--- config.mk ---
export PLATFORM = sky130hd
export DESIGN_NAME = adder64_1stage
export DESIGN_NICKNAME = d
export VERILOG_FILES = /design/src/rtl/adder64_1stage.sv
export SDC_FILE = /design/constraint.sdc
export NUM_CORES = 1
export LEC_CHECK = 0
export CORE_ASPECT_RATIO = 0.7
export CORE_MARGIN = 1
export CORE_UTILIZATION = 48
export CTS_BUF_LIST = sky130_fd_sc_hd__clkbuf_8
export DETAILED_ROUTE_END_ITERATION = 16
export PLACE_DENSITY = 0.89
export SKIP_LAST_GASP = 1
export SYNTH_ARGS = -nofsm -noshare
export SYNTH_HDL_FRONTEND = slang
export SYNTH_SLANG_ARGS = --single-unit
--- constraint.sdc ---
create_clock -name clk -period 0.99 [get_ports clk]
set_input_delay 0.2475 -clock clk [delete_from_list [all_inputs] [get_ports clk]]
set_output_delay 0.2475 -clock clk [all_outputs]
set_load 0.02 [all_outputs]
--- src/rtl/adder64_1stage.sv ---
// adder64_1stage: 64-bit unsigned adder, carry-chained ADD_WIDTH-bit segments, one output register stage
module adder64_1stage #(
  parameter int ADD_WIDTH = 16
) (
  input  logic        clk,
  input  logic        rst_n,
  input  logic [63:0] x,
  input  logic [63:0] y,
  output logic [64:0] sum
);
  localparam int N = 64 / ADD_WIDTH;
  logic [N:0]  w_c;
  logic [63:0] w_s;
  logic [64:0] r_sum;
  if (ADD_WIDTH < 1 || 64 % ADD_WIDTH != 0) begin : g_bad_width
    $error("adder64_1stage: ADD_WIDTH=%0d does not divide 64", ADD_WIDTH);
  end
  assign w_c[0] = 1'b0;
  // carry ripples through every segment in the same cycle; boundaries are retiming points
  for (genvar k = 0; k < N; k++) begin : g_seg
    assign {w_c[k+1], w_s[k*ADD_WIDTH +: ADD_WIDTH]} =
      {1'b0, x[k*ADD_WIDTH +: ADD_WIDTH]} + {1'b0, y[k*ADD_WIDTH +: ADD_WIDTH]} + {{ADD_WIDTH{1'b0}}, w_c[k]};
  end
  always_ff @(posedge clk or negedge rst_n)
    if (!rst_n) r_sum <= '0;
    else        r_sum <= {w_c[N], w_s};
  assign sum = r_sum;
endmodule

==> summary.txt, run 1 <==
Synth
  – Post-synth top flop: dfrtp_1
  – Post-synth EDFFs: 0
  – Avg Cell Area, Syn: ~10 um2
  – Post-Syn Nets: 667
  – Synth top area share: 0.356
  – Yosys warnings: 0
  – Ys async rst share: 1.00
  – Synth Register Bits: 65
  – Top cells by area, synth: dfrtp_1 (36%), ha_1 (17%), xnor2_1 (5.6%)
  – Post-synthesis cell count: 469
  – Area leader, netlist: dfrtp_1
  – Distinct cells, synth: around 50
  – Syn Std Cell Area: 0.00457 mm2
  – Sequential-to-total area share from yosys stat: 0.356

Global routing
  – Total GRT Usage: 1.00
  – Global route total overflow: 1033
  – Largest net degree at the start of global routing: 53

CTS
  – H-tree depth: 3
  – Clock Sinks: 65
  – Deepest clock path buffer count: 2
  – TritonCTS Buffers: 9
  – Clk root buf: clkbuf_8

Run status
  – Run status: aborted with a tool error
  – Stop err: [ERROR GRT-0232] Routing congestion too high. Check the congestion heatmap in the GUI.
  – Exit stage: global routing (5_1_grt)

Floorplanning
  – # rows: 29
  – Top Ports: 195
  – Starting density of the core: 0.500
  – Chip height: approximately 84 um
  – Die W: 119 um

Placed design
  – Placed cells: 929
  – Port buffer count: 194
  – Placer Congestion: 0.847
  – Dpl hpwl: 13.1 mm

STA
  – Worst EP kind: register data pin
  – Worst Endpoint after GRT Repair: sum[63]$_DFF_PN0_/D
==> what timing repair did <==
item	4_1_cts
pin swaps	75
cloned	0
hold endpoints to repair	65
endpoints found under the setup margin	129
resized for setup	520
hold buffers	1
buffers inserted	27
==> per-layer routing <==
metal  global-route usage  GRT overflow
met1                0.905            10
met2                 1.42           825
met3                0.656            12
met4                 1.14           186
met5                0.104             0
==> synthesized netlist by cell type (2+ instances only) <==
library cell   n
a221o_1        2
fa_1           7
ha_1          61
o21a_1        15
and3_1         2
inv_1         28
o21bai_1      10
or2_1          3
a21o_1        20
xnor2_1       29
a31o_1         2
o21ai_0       25
a211oi_1       5
dfrtp_1       65
clkbuf_1       2
nand2_1       16
nor3_1         9
o22ai_1        2
o31a_1         5
o31ai_1        3
a21oi_1       40
o41ai_1        2
xor2_1        17
nor2_1        35
or4_1          2
nor2b_1        7
o211ai_1       2
nand3_1        8
nand2b_1       2
a31oi_1        5
nand4_1        5
o21ai_1       11
or3_1          6
==> cell families after synthesis <==
group | count (synthesis) | share of synthesized area
simple gates | 98 | 0.103
compound gates | 162 | 0.231
xor+xnor | 46 | 0.0881
fa+ha+maj | 68 | 0.198
buf+inv | 30 | 0.0246
flops | 65 | 0.356
==> through the flow <==
stage | setup WS (ns) | instance area, um2 | hold slack (ns) | util
after floorplan | -5.85 | 4710 | -0.0481 | -
after global placement | -6.55 | 7890 | 0.0609 | 0.863
after detailed placement | -6.94 | 7890 | 0.0626 | 0.863
after CTS | -5.97 | 8750 | 0.0954 | 0.957
==> run 2, diff against run 1 <==
==> config.mk (replaced) <==
export PLATFORM = sky130hd
export DESIGN_NAME = adder64_1stage
export DESIGN_NICKNAME = d
export VERILOG_FILES = /design/src/rtl/adder64_1stage.sv
export SDC_FILE = /design/constraint.sdc
export NUM_CORES = 1
export LEC_CHECK = 0
export CORE_MARGIN = 1
export CORE_UTILIZATION = 40
export DETAILED_ROUTE_END_ITERATION = 16
export PLACE_DENSITY_LB_ADDON = 0.15
export SKIP_LAST_GASP = 1
export SYNTH_ARGS = -nofsm -noshare
export SYNTH_HDL_FRONTEND = slang
export SYNTH_SLANG_ARGS = --single-unit
==> run 2 against run 1 <==
Effect of this change: the flow now finishes, with violations (setup timing); synthesized cell count unchanged; area after synthesis stayed put.
==> summary.txt, run 2 <==
Route
  – Post-Route WL: 17.0 mm
  – DRT antenna net count: 0
  – Vias per cell: 5.25
  – DRC: 0
  – 1st-iter DRT viols: 220
  – DR vias: 5265
  – Wire per inst: 16.9 um
  – Number of iterations in the first detailed-routing pass: 5

CTS
  – Clk root buf: clkbuf_16
  – TritonCTS clock tree: done
  – Deepest clock path buffer count: 2
  – Clk pin slew, worst setup/hold paths: 0.05 ns
  – H-tree depth: 3
  – TritonCTS Buffers: 9
  – Clock Sinks: 65

Global routing
  – Initial antenna violation count: 0
  – Largest net degree at the start of global routing: 66
  – Total GRT Usage: 0.276
  – Vias in the first global route: 5601
  – Global route total overflow: 0
  – First-pass GRT wire length: roughly 25 mm

Worst setup path
  – Req. time, crit path: about 1.2 ns
  – Crit path buf inv count: 1
  – Largest delay share family, worst path: compound AO/OA/AOI/OAI gates
  – Critical path's slowest cell: fa_2
  – WP data arrival: 7.30 ns
  – Critical path startpoint category: input pin
  – CP most frequent cell: fa_2
  – Worst path max stage delay: around 0.37 ns
  – Crit. path cell count: 36
  – Critical-path maximum fanout: 2
  – CP Capture Type: flop
  – Critical path class: in -> reg

Placed design
  – Dpl hpwl: 11.3 mm
  – Port buffer count: 194
  – Pre-CTS setup slack: -6.90 ns
  – Cell Area, Placed: 0.00791 mm2
  – Placer Congestion: 0.939

Synth
  – Synth cell count leaders: dfrtp_1 (65), ha_1 (61), a21oi_1 (40)
  – Yosys warnings: 0
  – Sequential-to-total area share from yosys stat: 0.356
  – Ys async rst share: 1.00
  – Syn Std Cell Area: 0.00457 mm2
  – Top cells by area, synth: dfrtp_1 (36%), ha_1 (17%), xnor2_1 (5.6%)
  – Synth Register Bits: 65
  – Post-Syn Nets: approximately 670
  – Post-synth top flop: dfrtp_1
  – Synth top area share: 0.356
  – Area leader, netlist: dfrtp_1
  – Post-synthesis cell count: 469
  – Avg Cell Area, Syn: 9.75 um2
  – Distinct cells, synth: between 40 and 50
  – Most frequent cell after synthesis: dfrtp_1
  – Post-synth EDFFs: 0

Run status
  – Run status: finished, violations left
  – Failing checks: setup timing

Cells and area
  – Layout area overhead: 100%
  – Most frequent cells in the layout: buf_4 (167), clkdlybuf4s50_1 (106), buf_6 (85), dfrtp_1 (65), ha_1 (49)
  – Nets@finish: 1057
  – Ant. Diodes: 0
  – Fin area: 0.00915 mm2
  – Share of post-route cells with drive strength above 1: 0.444
  – Leading cell type in the layout, fill and taps excluded: buf_4
  – Max FFs per register: 65

STA
  – Slew Limit Fails: 0
  – Setup violators final: approximately 130
  – RSZ-0062 raised after global routing: yes
  – Tmin final: 7.10 ns
  – Worst Tran Pin Value: a little under 0.7 ns
  – Post-route clock period utilization: 7.17
  – Final Hold Violating Endpoints: 0
  – Top achievable clock speed: 141 MHz
  – Final WS setup: -6.11 ns
  – Relative slew slack: 0.541

Power and ir drop
  – Cell internal pwr: around 9 mW
  – PD cells: 1430 mW/mm2
  – NetSw: 4.33 mW
  – VDD IR max: 0.976 mV
  – Flop pwr share: 0.268
  – Clk pwr share: 0.245
  – Comb pwr share: 0.487
  – Leak: 4.31 nW
  – Net switching share of the total power: 0.331

Run
  – # Max-Cap Violations: 0

Floorplanning
  – Area of the die: 0.0119 mm2
  – Chip height: 109 um
  – Core area: 0.0110 mm2
  – # rows: 38
  – Starting density of the core: 0.416
  – Die W: 109 um
  – Top Ports: 195

Worst hold path
  – Hold Path Stages: 2
  – Hold WC Path Type: in -> reg
==> run 2: per-stage QoR <==
stage	utilization	power, mW	setup TNS (ns)	hold WS, ns	std cells
finish	0.833	13.1	-213.17	0.137	1003
global route	0.833	13.7	-225.32	0.130	1003
CTS	0.807	12.7	-206.12	0.128	998
detailed placement	0.720	8.74	-260.24	0.297	945
global placement	0.720	8.63	-255.04	0.292	945
floorplan	-	5.88	-199.46	-0.0481	469
==> run 2: kinds of logic (layout without fill, tap and decap cells) <==
kind of cell | after synthesis | after routing | share of synthesized area
compound gates | 162 | 162 | 0.231
xor+xnor | 46 | 46 | 0.0881
fa+ha+maj | 68 | 68 | 0.198
buf+inv | 30 | 424 | 0.0246
flops | 65 | 65 | 0.356
simple gates | 98 | 98 | 0.103
==> run 2: worst paths after layout <==
check	startpoint	endpoint	slack, ns
max	y[0]	sum[63]	-6.11
min	x[0]	sum[0]	0.14
max in group asynchronous	rst_n	sum[49]	0.20
min in group asynchronous	rst_n	sum[0]	0.47
==> run 2: routing by layer <==
metal | vias up | track usage | wire length, um
met5 | - | 0 | 0
met4 | 0 | 0.141 | 489
met3 | 45 | 0.0598 | 1190
met2 | 221 | 0.513 | 8940
met1 | 2506 | 0.289 | 6340
li1 | 2493 | - | -
==> run 2: layout make-up <==
class,count,area [um2]
clock buffer,12,256
clock inverter,3,40.0
fill,580,1840
inverter,28,105
multi-input combinational,374,3480
sequential,65,1630
tap,140,175
timing repair buffer,381,3460
==> run 2: timing repair <==
action                     in CTS  in global routing
pin swaps                      65                 49
setup buffers                  49                 23
setup endpoints to repair     129                128
hold endpoints to repair       65                  0
hold buffers                    1                  0
resized for setup             505                 68
==> run 2: power by group through the flow <==
stage,sequential (mW),combinational [mW],clock [mW]
detailed placement,3.42,5.33,0
finish,3.51,6.36,3.20
global route,3.55,6.77,3.35
CTS,3.50,5.96,3.25
global placement,3.42,5.22,0
floorplan,4.14,1.74,0
Power figures use the tool's default switching activity.
